`src/rtl/vg_drive_seq.sv`:
```
// VG93 drive sequencer: owns the TR-DOS #FF register, stretches the VG93 master reset,
// and walks the motor spin-up / head-settle / idle-timeout sequence that gates vg_hrdy.
module vg_drive_seq #(
  parameter int PRESC    = 28000,
  parameter int SPINUP_T = 500,
  parameter int SETTLE_T = 30,
  parameter int MOTOR_TO = 3000,
  parameter int RES_MIN  = 1400
) (
  input  logic       fclk,
  input  logic       rst_n,
  input  logic       wr_ff,
  input  logic [7:0] din,
  input  logic       vg_hld,
  output logic       vg_res_n,
  output logic [1:0] vg_a,
  output logic       vg_side,
  output logic       vg_hrdy,
  output logic       motor_on,
  output logic       busy
);

  typedef enum logic [2:0] {
    ST_OFF,
    ST_SPINUP,
    ST_RUN,
    ST_SETTLE,
    ST_READY
  } state_t;

  localparam logic [14:0] PRESC_LAST  = 15'(PRESC - 1);
  localparam logic [11:0] SPINUP_LAST = 12'(SPINUP_T - 1);
  localparam logic [11:0] SETTLE_LAST = 12'(SETTLE_T - 1);
  localparam logic [11:0] MOTOR_LAST  = 12'(MOTOR_TO - 1);
  localparam logic [10:0] RES_LOAD    = 11'(RES_MIN);

  state_t      state;
  state_t      state_n;
  logic        hl_en;
  logic        req_res;
  logic [10:0] res_cnt;
  logic [14:0] presc;
  logic [11:0] tick_cnt;
  logic        tick;
  logic        tmr_clr;
  logic        drv_chg;
  logic        unused_din;

  assign unused_din = ^din[7:5];

  always_ff @(posedge fclk) begin
    if (!rst_n) begin
      vg_a    <= 2'd0;
      vg_side <= 1'b1;
      hl_en   <= 1'b0;
      req_res <= 1'b0;
    end else if (wr_ff) begin
      vg_a    <= din[1:0];
      vg_side <= ~din[4];
      hl_en   <= din[3];
      req_res <= din[2];
    end
  end

  // The counter only reloads while reset is requested, so a 0-then-1 pair yields RES_MIN+1 low cycles.
  always_ff @(posedge fclk) begin
    if (!rst_n) begin
      vg_res_n <= 1'b0;
      res_cnt  <= RES_LOAD;
    end else if (!req_res) begin
      vg_res_n <= 1'b0;
      res_cnt  <= RES_LOAD;
    end else if (!vg_res_n) begin
      if (res_cnt == 11'd0) begin
        vg_res_n <= 1'b1;
      end else begin
        res_cnt <= res_cnt - 11'd1;
      end
    end
  end

  assign tick = (presc == PRESC_LAST);

  // Tick counter saturates so long-lived states never wrap back into a terminal compare.
  always_ff @(posedge fclk) begin
    if (!rst_n || tmr_clr) begin
      presc    <= 15'd0;
      tick_cnt <= 12'd0;
    end else if (tick) begin
      presc <= 15'd0;
      if (tick_cnt != 12'hFFF) begin
        tick_cnt <= tick_cnt + 12'd1;
      end
    end else begin
      presc <= presc + 15'd1;
    end
  end

  always_ff @(posedge fclk) begin
    if (!rst_n) begin
      state <= ST_OFF;
    end else begin
      state <= state_n;
    end
  end

  assign drv_chg = wr_ff && (din[1:0] != vg_a);

  // A pending reset request pulls the FSM to OFF alongside the reset output itself.
  always_comb begin
    state_n = state;
    tmr_clr = 1'b0;
    if (!vg_res_n || !req_res) begin
      state_n = ST_OFF;
    end else begin
      case (state)
        ST_OFF: begin
          if (vg_hld) state_n = ST_SPINUP;
        end
        ST_SPINUP: begin
          if (tick && tick_cnt == SPINUP_LAST) state_n = ST_RUN;
        end
        ST_RUN: begin
          if (vg_hld) begin
            state_n = ST_SETTLE;
          end else if (wr_ff) begin
            tmr_clr = 1'b1;
          end else if (tick && tick_cnt == MOTOR_LAST) begin
            state_n = ST_OFF;
          end
        end
        ST_SETTLE: begin
          if (drv_chg) begin
            tmr_clr = 1'b1;
          end else if (!vg_hld) begin
            state_n = ST_RUN;
          end else if (tick && tick_cnt == SETTLE_LAST) begin
            state_n = ST_READY;
          end
        end
        ST_READY: begin
          if (drv_chg) begin
            state_n = ST_SETTLE;
          end else if (!vg_hld) begin
            state_n = ST_RUN;
          end
        end
        default: state_n = ST_OFF;
      endcase
    end
    if (state_n != state) tmr_clr = 1'b1;
  end

  always_ff @(posedge fclk) begin
    if (!rst_n) begin
      vg_hrdy <= 1'b0;
    end else begin
      vg_hrdy <= (state == ST_READY) && hl_en;
    end
  end

  assign motor_on = (state != ST_OFF);
  assign busy     = (state == ST_SPINUP) || (state == ST_SETTLE);

endmodule

```
`config.mk`:
```
export PLATFORM = sky130hd
export DESIGN_NAME = vg_drive_seq
export DESIGN_NICKNAME = d
export VERILOG_FILES = /design/src/rtl/vg_drive_seq.sv
export SDC_FILE = /design/constraint.sdc
export NUM_CORES = 1
export LEC_CHECK = 0
export CAP_MARGIN = 5
export CORE_ASPECT_RATIO = 1.1
export CORE_MARGIN = 1
export CORE_UTILIZATION = 55
export DETAILED_ROUTE_END_ITERATION = 8
export GPL_TIMING_DRIVEN = 0
export PLACE_DENSITY = 0.76
export SLEW_MARGIN = 10
export SYNTH_ARGS = -nofsm -noshare
export SYNTH_HDL_FRONTEND = slang
export SYNTH_SLANG_ARGS = --single-unit
```
`constraint.sdc`:
```
create_clock -name fclk -period 3.4 [get_ports fclk]
set_input_delay 0.51 -clock fclk [delete_from_list [all_inputs] [get_ports fclk]]
set_output_delay 0.51 -clock fclk [all_outputs]
set_load 0.05 [all_outputs]
```
After elaboration in Yosys (flattened, before gate mapping):

Index checks and enable logic that the tools add are counted.

* flip-flop bits (word level): 48
* input bits: 12

* add/sub/neg operators: 3
* equal/unequal tests: 11
* reductions and logical operators: 18
* multiplexer cells: 20
* bitwise gates (word level): 3

Operator list (count)
* $mux W3: 11
* $add A15 B1 Y15 const B: 1
* $eq A15 B15 Y1 const B: 1
* $pmux W3 S5: 1
* $add A12 B1 Y12 const B: 1
* $eq A12 B12 Y1 const B: 1
* $eq A12 B5 Y1 const B: 1
* $eq A12 B9 Y1 const B: 1
* $ne A12 B12 Y1 const B: 1
* $logic_not A11 Y1: 1
* $sub A11 B1 Y11 const B: 1
* $mux W1: 7
* $eq A3 B2 Y1 const B: 2
* $reduce_and A2 Y1: 3
* $logic_and A1 B1 Y1: 5
* $eq A3 B1 Y1 const B: 1
* $eq A3 B3 Y1 const B: 1
* $logic_not A1 Y1: 3
* $logic_not A3 Y1: 1
* $logic_or A1 B1 Y1: 3
* $ne A3 B3 Y1: 1
* $not A1 Y1: 3
* $reduce_bool A3 Y1: 1
* $ne A2 B2 Y1: 1
* 2 further kinds: 2

Depth between registers and ports, before layout:

Gate-level depths: netlist of run 1.

* depth after elaboration: 11
* depth in mapped cells: 9

Least setup slack after synthesis of run 1:

No wires, ideal clock.

* path type: register -> register
* start point: register tick_cnt[0]
* end point: register presc[12]
* path slack: 1.003 ns
* cell stages (with the launch flop): 9
* period minus slack after synthesis: 2.397 ns
* data arrival time: 2.277 ns
* data required time: 3.279 ns
* cell sequence: dfxtp_1 -> ha_1 -> or4b_1 -> or4_4 -> nor2_4 -> o221ai_4 -> xor2_4 -> buf_2 -> nor3_1

* cells in the longest elaborated chain, start to end: 11
* elaborated cells between the ends (all ways): 19

RTL lines
* start: declaration: RTL line 43 `logic [11:0] tick_cnt;`
* start signal: assignment: RTL line 92 `tick_cnt <= tick_cnt + 12'd1;`
* $eq A12 B5 Y1 or $eq A12 B12 Y1 (tied branches): RTL line 137, 128
* $logic_and A1 B1 Y1 (on tied branches): RTL line 137, 128
* $mux W3 (on tied branches): RTL line 137, 128
* $mux W3 (on tied branches): RTL line 135, 126
* $mux W3 (on tied branches): RTL line 133, 124
* $pmux W3 S5 (*): RTL line 116 `case (state)`
* $mux W3 (*): RTL line 113 `if (!vg_res_n || !req_res) begin`
* $ne A3 B3 Y1 (*): RTL line 151 `if (state_n != state) tmr_clr = 1'b1;`
* $mux W1 (*): RTL line 151
* $logic_or A1 B1 Y1 (*): RTL line 86 `if (!rst_n || tmr_clr) begin`
* $reduce_or A2 Y1 (no source line) (*)
* end signal: assignment: RTL line 95 `presc <= presc + 15'd1;`
* end: declaration: RTL line 42 `logic [14:0] presc;`

Mark *: on every way between the ends. The rest lies on a longest branch, timed or not.
A chain may end at the register's enable or synchronous reset.

Worst setup path after layout of run 1:

* start point: input wr_ff
* end point: register presc[14]

* cells in the longest elaborated chain, start to end: 8
* elaborated cells between the ends (all ways): 16

RTL lines
* start: declaration: RTL line 12 `input logic wr_ff,`
* $mux W3 or $logic_and A1 B1 Y1 (tied branches): RTL line 126, 107
* $mux W3 (on tied branches): RTL line 124, 133, 142
* $pmux W3 S5: RTL line 116
* $mux W3: RTL line 113
* $ne A3 B3 Y1: RTL line 151
* $mux W1 (*): RTL line 151
* $logic_or A1 B1 Y1 (*): RTL line 86
* $reduce_or A2 Y1 (no source line) (*)

Marks and branches as above.

==> results of run 1 <==
layout make-up:
class	count	area share, %
inverters	6	0.7902
well taps	54	2.371
clock inverters	1	0.1756
repair buffers	15	5.268
clock buffers	6	2.546
flip-flops and latches	48	33.71
multi-input cells	225	52.99
plain buffers	12	2.151
how the worst max path moves through the flow:
stage | start | cells after the start | end | slack [ns]
after global placement | wr_ff | 8 | presc[10] | 0.29
after CTS | wr_ff | 8 | presc[14] | 0.57
after floorplan | tick_cnt[0] | 8 | presc[12] | 1.00
after global routing | wr_ff | 8 | presc[14] | 0.33
after detailed placement | wr_ff | 8 | presc[14] | 0.27
final | wr_ff | 8 | presc[14] | 0.57
worst register-to-register path, cell delays in order (launching register included):
cell and delay [ns]:
dfxtp_1 0.42, ha_1 0.19, or4b_1 0.45, or4_4 0.52, nor2_4 0.16, o221ai_4 0.15, xor2_4 0.33, buf_2 0.30
nor3_1 0.09
cells by family after synthesis:
logic type / share of synthesized area (%)
AND/OR/NAND/NOR: 34.23
buffers and inverters: 3.281
AO/OA/AOI/OAI: 10.33
XOR/XNOR: 11.02
adder cells (fa/ha/maj): 1.959
flip-flops: 37.61
multiplexers: 1.567
registers in the layout, summed over array words and instances, names as in the netlist:
| register | cells |
|---|---|
| tick_cnt | 12 |
| req_res | 1 |
| res_cnt | 11 |
| vg_res_n | 1 |
| vg_hrdy | 1 |
| vg_side | 1 |
| presc | 15 |
| hl_en | 1 |
| state | 3 |
| vg_a | 2 |
cell usage in the layout, fill, tap and decap left out, drive strengths merged, types with 3 or more instances in the layout:
cell type and count:
buf 6, ha 4, and3 6, nand2b 3
clkdlybuf4s50 15, mux2i 4, a21oi 5, a41oi 3
and2 4, nand4 3, nand3 16, nor2 18
nand2 35, nor3b 5, clkbuf 12, dfxtp 48
inv 6, nand4b 3, a211oi 4, or3 6
nor3 21, o21ai 5, xnor2 10, xor2 20
nor4 15, and4 4, nor2b 6
stage by stage:
stage / hold slack [ns] / cell area [um^2]
after floorplan: 0.4439 / 2555
after global placement: 0.4574 / 2773
after detailed placement: 0.4643 / 2773
after CTS: 0.4776 / 2850
after global routing: 0.5096 / 2850
final: 0.4757 / 2850
where the power goes:
part	internal [W]	switching, W	total (W)
Clock	0.000140	0.000186	0.000326
Sequential	0.000570	0.00000752	0.000578
Combinational	0.0000288	0.0000383	0.0000671
per-layer routing:
layer	up-vias	share of wire, %
met5	-	0
met4	0	1.4
met3	5	3.4
met2	29	48
met1	1004	48
li1	1099	-
==> impl_metrics.py, run 1 <==
metrics = {
    "timing": {
        "layout_worst_path_cycle_share_pct": 83.37,
        "fin_tns_setup_ns": 0,
        "clock_skew_ns": 0.004075,
        "drv_slew": 0,
        "worst_slew_pin_slew_ns": 0.6707,
        "worst_slack_ns": 0.5653,
        "timing.final.hold_violations": 0,
        "fin_crit_ns": 2.835,
        "fmaxAchievable_mhz": 352.8,
        "finalSetupViolations": 0,
        "max_slew_margin_pct": 54.87,
        "rsz0062_at_grt": "false",
    },
    "setup_path": {
        "setup.worst_path.end_class": "register",
        "path_max_fanout": 10,
        "cp_slowest_cell": "clkdlybuf4s50_1",
        "rr_endpoint": "presc[2]",
        "required_ns": 3.62,
        "ff2ff_setup_slack_ns": 0.68,
        "path_buf_inv": 3,
        "start_kind": "input pin",
        "r2r_start": "tick_cnt[0]",
        "critPathTopFamily": "buffers and inverters",
        "arrival_ns": 3.05,
        "slowest_delay_ns": 0.49,
        "ff2ff_path_depth": 8,
        "path_cells": "clkdlybuf4s50_1 -> clkbuf_1 -> o21ai_0 -> and4_1 -> a221oi_1 -> nand2_2 -> buf_4 -> nor4_2",
        "crit_type": "in -> reg",
    },
    "global_route": {
        "antenna_found_initial": 0,
        "grt_pass1_wl_um": 8680,
        "grt_pass1_vias": 1962,
        "grt_usage_pct": 23.00,
        "grtUsageMet3_pct": 5.124,
        "grt_overflow_total": 0,
        "use_met2_pct": 37.93,
        "grt_busiest_layer": "met2",
        "grt.met1_usage_pct": 29.28,
        "grt_max_degree": 14,
    },
    "pwr": {
        "vdd_drop_max_v": 0.0003476,
        "cellLeakagePower_nw": 0.9666,
        "power_density_nw_per_um2": 340.6,
        "power_w": 0.0009708,
    },
    "clock_network": {
        "htree_num_levels": 2,
        "insertion_delay_ns": 0.30,
        "clockBufferDepth": 2,
        "post_cts_resized": 0,
        "cts_hold_buf": 0,
        "cts_setup_buffers": 0,
        "clock-root-buffer": "clkbuf_8",
        "clk_pin_slew_worst_paths_ns": 0.08,
        "clock-sinks": 48,
        "cts_tree": "done",
        "numCtsBuffers": 5,
    },
    "floorplan": {
        "die_h_um": 73.49,
        "fp-row-count": 25,
        "io_pins": 19,
        "start_util_pct": 58.34,
        "fp.dieW_um": 66.99,
        "die_area_um2": 4922,
        "coreArea_um2": 4379,
    },
    "place": {
        "place.port_buffers": 15,
        "gp_congestion": 0.8472,
        "dpl.hpwl_um": 3671,
        "placedCellCount": 360,
        "pre_cts_slack_ns": 0.2702,
    },
    "logic_synthesis": {
        "syn_nets": 307,
        "yosys-top-cells-area": "dfxtp_1 38%, xor2_1 6.5%, nand2_1 5.0%, nor3_1 4.1%, xnor2_1 3.4%",
        "yosys_warnings": 0,
        "synth_cells": 291,
        "ys_async_sr_fraction_pct": 0,
        "synth_area_um2": 2555,
        "ys.flop_type": "dfxtp_1",
        "avgSynthCellArea_um2": 8.780,
        "netlist_top_cells_count": "48 x dfxtp_1, 34 x nand2_1, 21 x nor3_1, 19 x xor2_1, 17 x nor2_1",
        "synth_top_area_share_pct": 37.61,
        "synthDistinctLibCells": 53,
        "synth_largest_area_cell": "dfxtp_1",
        "synth_seq_cells": 48,
        "yosysSeqAreaShare_pct": 37.61,
        "synth_most_common_cell": "dfxtp_1",
        "synth_edf_count": 0,
    },
    "min_path": {
        "whs_path_depth": 2,
        "holdPathEnd": "res_cnt[10]",
        "min_from": "res_cnt[10]",
        "hold_class": "reg -> reg",
    },
    "detailed_routing": {
        "firstDrtPassIters": 4,
        "vias": 2137,
        "wire_per_inst_um": 13.75,
        "drt_iter0_drc": 136,
        "via_per_inst": 5.823,
        "drt_wl_total_um": 5047,
        "antenna_left": 0,
        "route.detailed.drc": 0,
    },
    "final_layout": {
        "n_antenna_cell": 0,
        "nNetsFinal": 329,
        "drive_gt1_share_pct": 8.946,
        "synthToLayoutAreaGrowth_pct": 11.56,
        "utilization_pct": 65.09,
        "final_cells": 367,
        "seqCellArea_um2": 960.9,
        "fill_cells": 395,
        "multi_input_area_um2": 1510,
    },
    "flow_run": {
        "max_cap_violations": 0,
    },
    "outcome": {
        "status": "finished clean",
    },
}
Note: power is estimated with default switching activity, not from simulation.
==> inputs of run 2 (changes only) <==
- clock period: 3.4 -> 2.9 ns (I/O delays scaled with it)
==> run 2 against run 1 <==
Effect of this change:
- critical path depth did not move
- non-clock buffer count unchanged
- count of clock-buffer cells in the layout stayed put
- via count increased by 0.42%
- design area is 0.26% higher
- power grew 17%
- setup slack got worse by 0.39 ns
- combinational power is 18% higher
- hold slack about the same
- largest power group unchanged
==> impl_metrics.py, run 2 (same netlist as run 1, synthesis figures left out) <==
metrics = {
    "detailed_routing": {
        "wire_per_inst_um": 13.95,
        "route.detailed.drc": 0,
        "antenna_left": 0,
        "firstDrtPassIters": 4,
        "vias": 2146,
        "top_layer_used": "met4",
        "wl_met3_um": 178,
        "drt_wl_total_um": 5119,
        "wl_met1_um": 2413,
        "via_per_inst": 5.847,
        "met2WireLength_um": 2457,
        "drt_iter0_drc": 182,
    },
    "min_path": {
        "hold_class": "reg -> reg",
        "whs_path_depth": 2,
        "min_from": "res_cnt[10]",
        "holdPathEnd": "res_cnt[10]",
    },
    "setup_path": {
        "ff2ff_path_depth": 8,
        "start_kind": "register",
        "setup.worst_path.end_class": "register",
        "ff2ff_setup_slack_ns": 0.17,
        "r2r_start": "tick_cnt[0]",
        "arrival_ns": 2.91,
        "required_ns": 3.09,
        "crit_type": "reg -> reg",
        "path_max_fanout": 10,
        "rr_endpoint": "presc[2]",
    },
    "timing": {
        "worst_slack_ns": 0.1739,
        "drv_slew": 0,
        "timing.final.hold_violations": 0,
        "layout_worst_path_cycle_share_pct": 94.01,
        "fmaxAchievable_mhz": 366.8,
        "rsz0062_at_grt": "false",
        "clock_skew_ns": 0.004006,
        "max_slew_margin_pct": 54.87,
        "fin_tns_setup_ns": 0,
        "fin_crit_ns": 2.726,
        "finalSetupViolations": 0,
        "worst_slew_pin_slew_ns": 0.6707,
    },
    "floorplan": {
        "coreArea_um2": 4379,
        "io_pins": 19,
        "die_area_um2": 4922,
        "fp-row-count": 25,
        "start_util_pct": 58.34,
        "die_h_um": 73.49,
        "fp.dieW_um": 66.99,
    },
    "final_layout": {
        "final_common_cell": "dfxtp_1",
        "reg_top3": "presc (15), tick_cnt (12), res_cnt (11)",
        "fill_cells": 396,
        "final_cell_mix": "48 x dfxtp_1, 34 x nand2_1, 21 x nor3_1, 19 x xor2_1, 17 x nor2_1",
        "regMostFlops": "presc",
        "final_cells": 367,
        "n_antenna_cell": 0,
        "seqCellArea_um2": 960.9,
        "largest_register_ffs": 15,
        "drive_gt1_share_pct": 9.585,
        "synthToLayoutAreaGrowth_pct": 11.85,
        "multi_input_area_um2": 1516,
        "nNetsFinal": 329,
    },
    "clock_network": {
        "htree_num_levels": 2,
        "cts_tree": "done",
        "insertion_delay_ns": 0.30,
        "clk_pin_slew_worst_paths_ns": 0.08,
        "cts_setup_buffers": 0,
        "clockBufferDepth": 2,
        "clock-root-buffer": "clkbuf_8",
        "numCtsBuffers": 5,
        "clock-sinks": 48,
    },
    "pwr": {
        "power_density_nw_per_um2": 398.2,
        "switching_share_pct": 23.83,
        "seqPwrFrac_pct": 59.5,
        "clkPwrFrac_pct": 33.5,
        "p_switching_w": 0.0002712,
        "cellLeakagePower_nw": 0.9697,
        "power.internal_w": 0.0008666,
        "p_comb_share_pct": 6.9,
        "vdd_drop_max_v": 0.0004075,
    },
    "place": {
        "place.port_buffers": 15,
        "gp_congestion": 0.8472,
        "pre_cts_slack_ns": -0.1548,
        "dpl.hpwl_um": 3671,
        "placedCellCount": 360,
    },
    "global_route": {
        "grt_overflow_total": 0,
        "antenna_found_initial": 0,
        "grt_pass1_wl_um": 8680,
        "grt_pass1_vias": 1962,
        "grt_usage_pct": 23.00,
        "grt_max_degree": 14,
    },
    "outcome": {
        "status": "finished clean",
    },
    "flow_run": {
        "max_cap_violations": 0,
    },
}
## run 2: metal layers
layer	up-vias	track usage, %
met5	-	0
met4	0	8.038
met3	5	5.124
met2	36	37.93
met1	1006	29.28
li1	1099	-
## run 2: area by class of cell
class | count | share of cell area [%]
Multi-Input combinational cell | 225 | 53.06
Sequential cell | 48 | 33.63
Timing Repair Buffer | 15 | 5.254
Clock buffer | 6 | 2.539
Tap cell | 54 | 2.364
Buffer | 12 | 2.189
Inverter | 6 | 0.7881
Clock inverter | 1 | 0.1751
## run 2: stage by stage
step	instance area [um^2]	hold slack, ns	utilization (%)	total power, W
after floorplan	2555	0.4439	-	0.0007426
after global placement	2773	0.4574	63.31	0.0007702
after detailed placement	2773	0.4643	63.31	0.0007711
after CTS	2850	0.4776	65.09	0.001149
after global routing	2858	0.5096	65.26	0.001181
final	2858	0.4757	65.26	0.001138
## run 2: how the worst max path moves through the flow
stage,cells past startpoint,from,end,slack [ns]
after global placement,8,wr_ff,presc[10],-0.13
after detailed placement,8,wr_ff,presc[14],-0.15
after global routing,8,tick_cnt[0],presc[2],0.05
after CTS,8,wr_ff,presc[14],0.15
after floorplan,8,tick_cnt[0],presc[12],0.50
final,8,tick_cnt[0],presc[2],0.17
## run 2: what timing repair did
| action | in CTS | in global routing |
|---|---|---|
| setup endpoints to repair | 0 | 18 |
| resized for setup | 0 | 3 |
| hold buffers | 0 | 0 |
## run 2: critical path: stages (launching register included)
cell      delay (ns)
dfxtp_1         0.42
ha_1            0.19
or4b_1          0.45
or4_4           0.52
nor2_4          0.16
o221ai_4        0.15
xor2_4          0.33
buf_2           0.30
nor3_1          0.08
## run 2: power groups by stage
stage               sequential (W)  clock, W  combinational (W)
floorplan                 0.000699         0          0.0000432
global placement          0.000692         0          0.0000779
detailed placement        0.000693         0          0.0000786
CTS                       0.000677  0.000393          0.0000791
global route              0.000679  0.000415          0.0000862
finish                    0.000677  0.000382          0.0000789
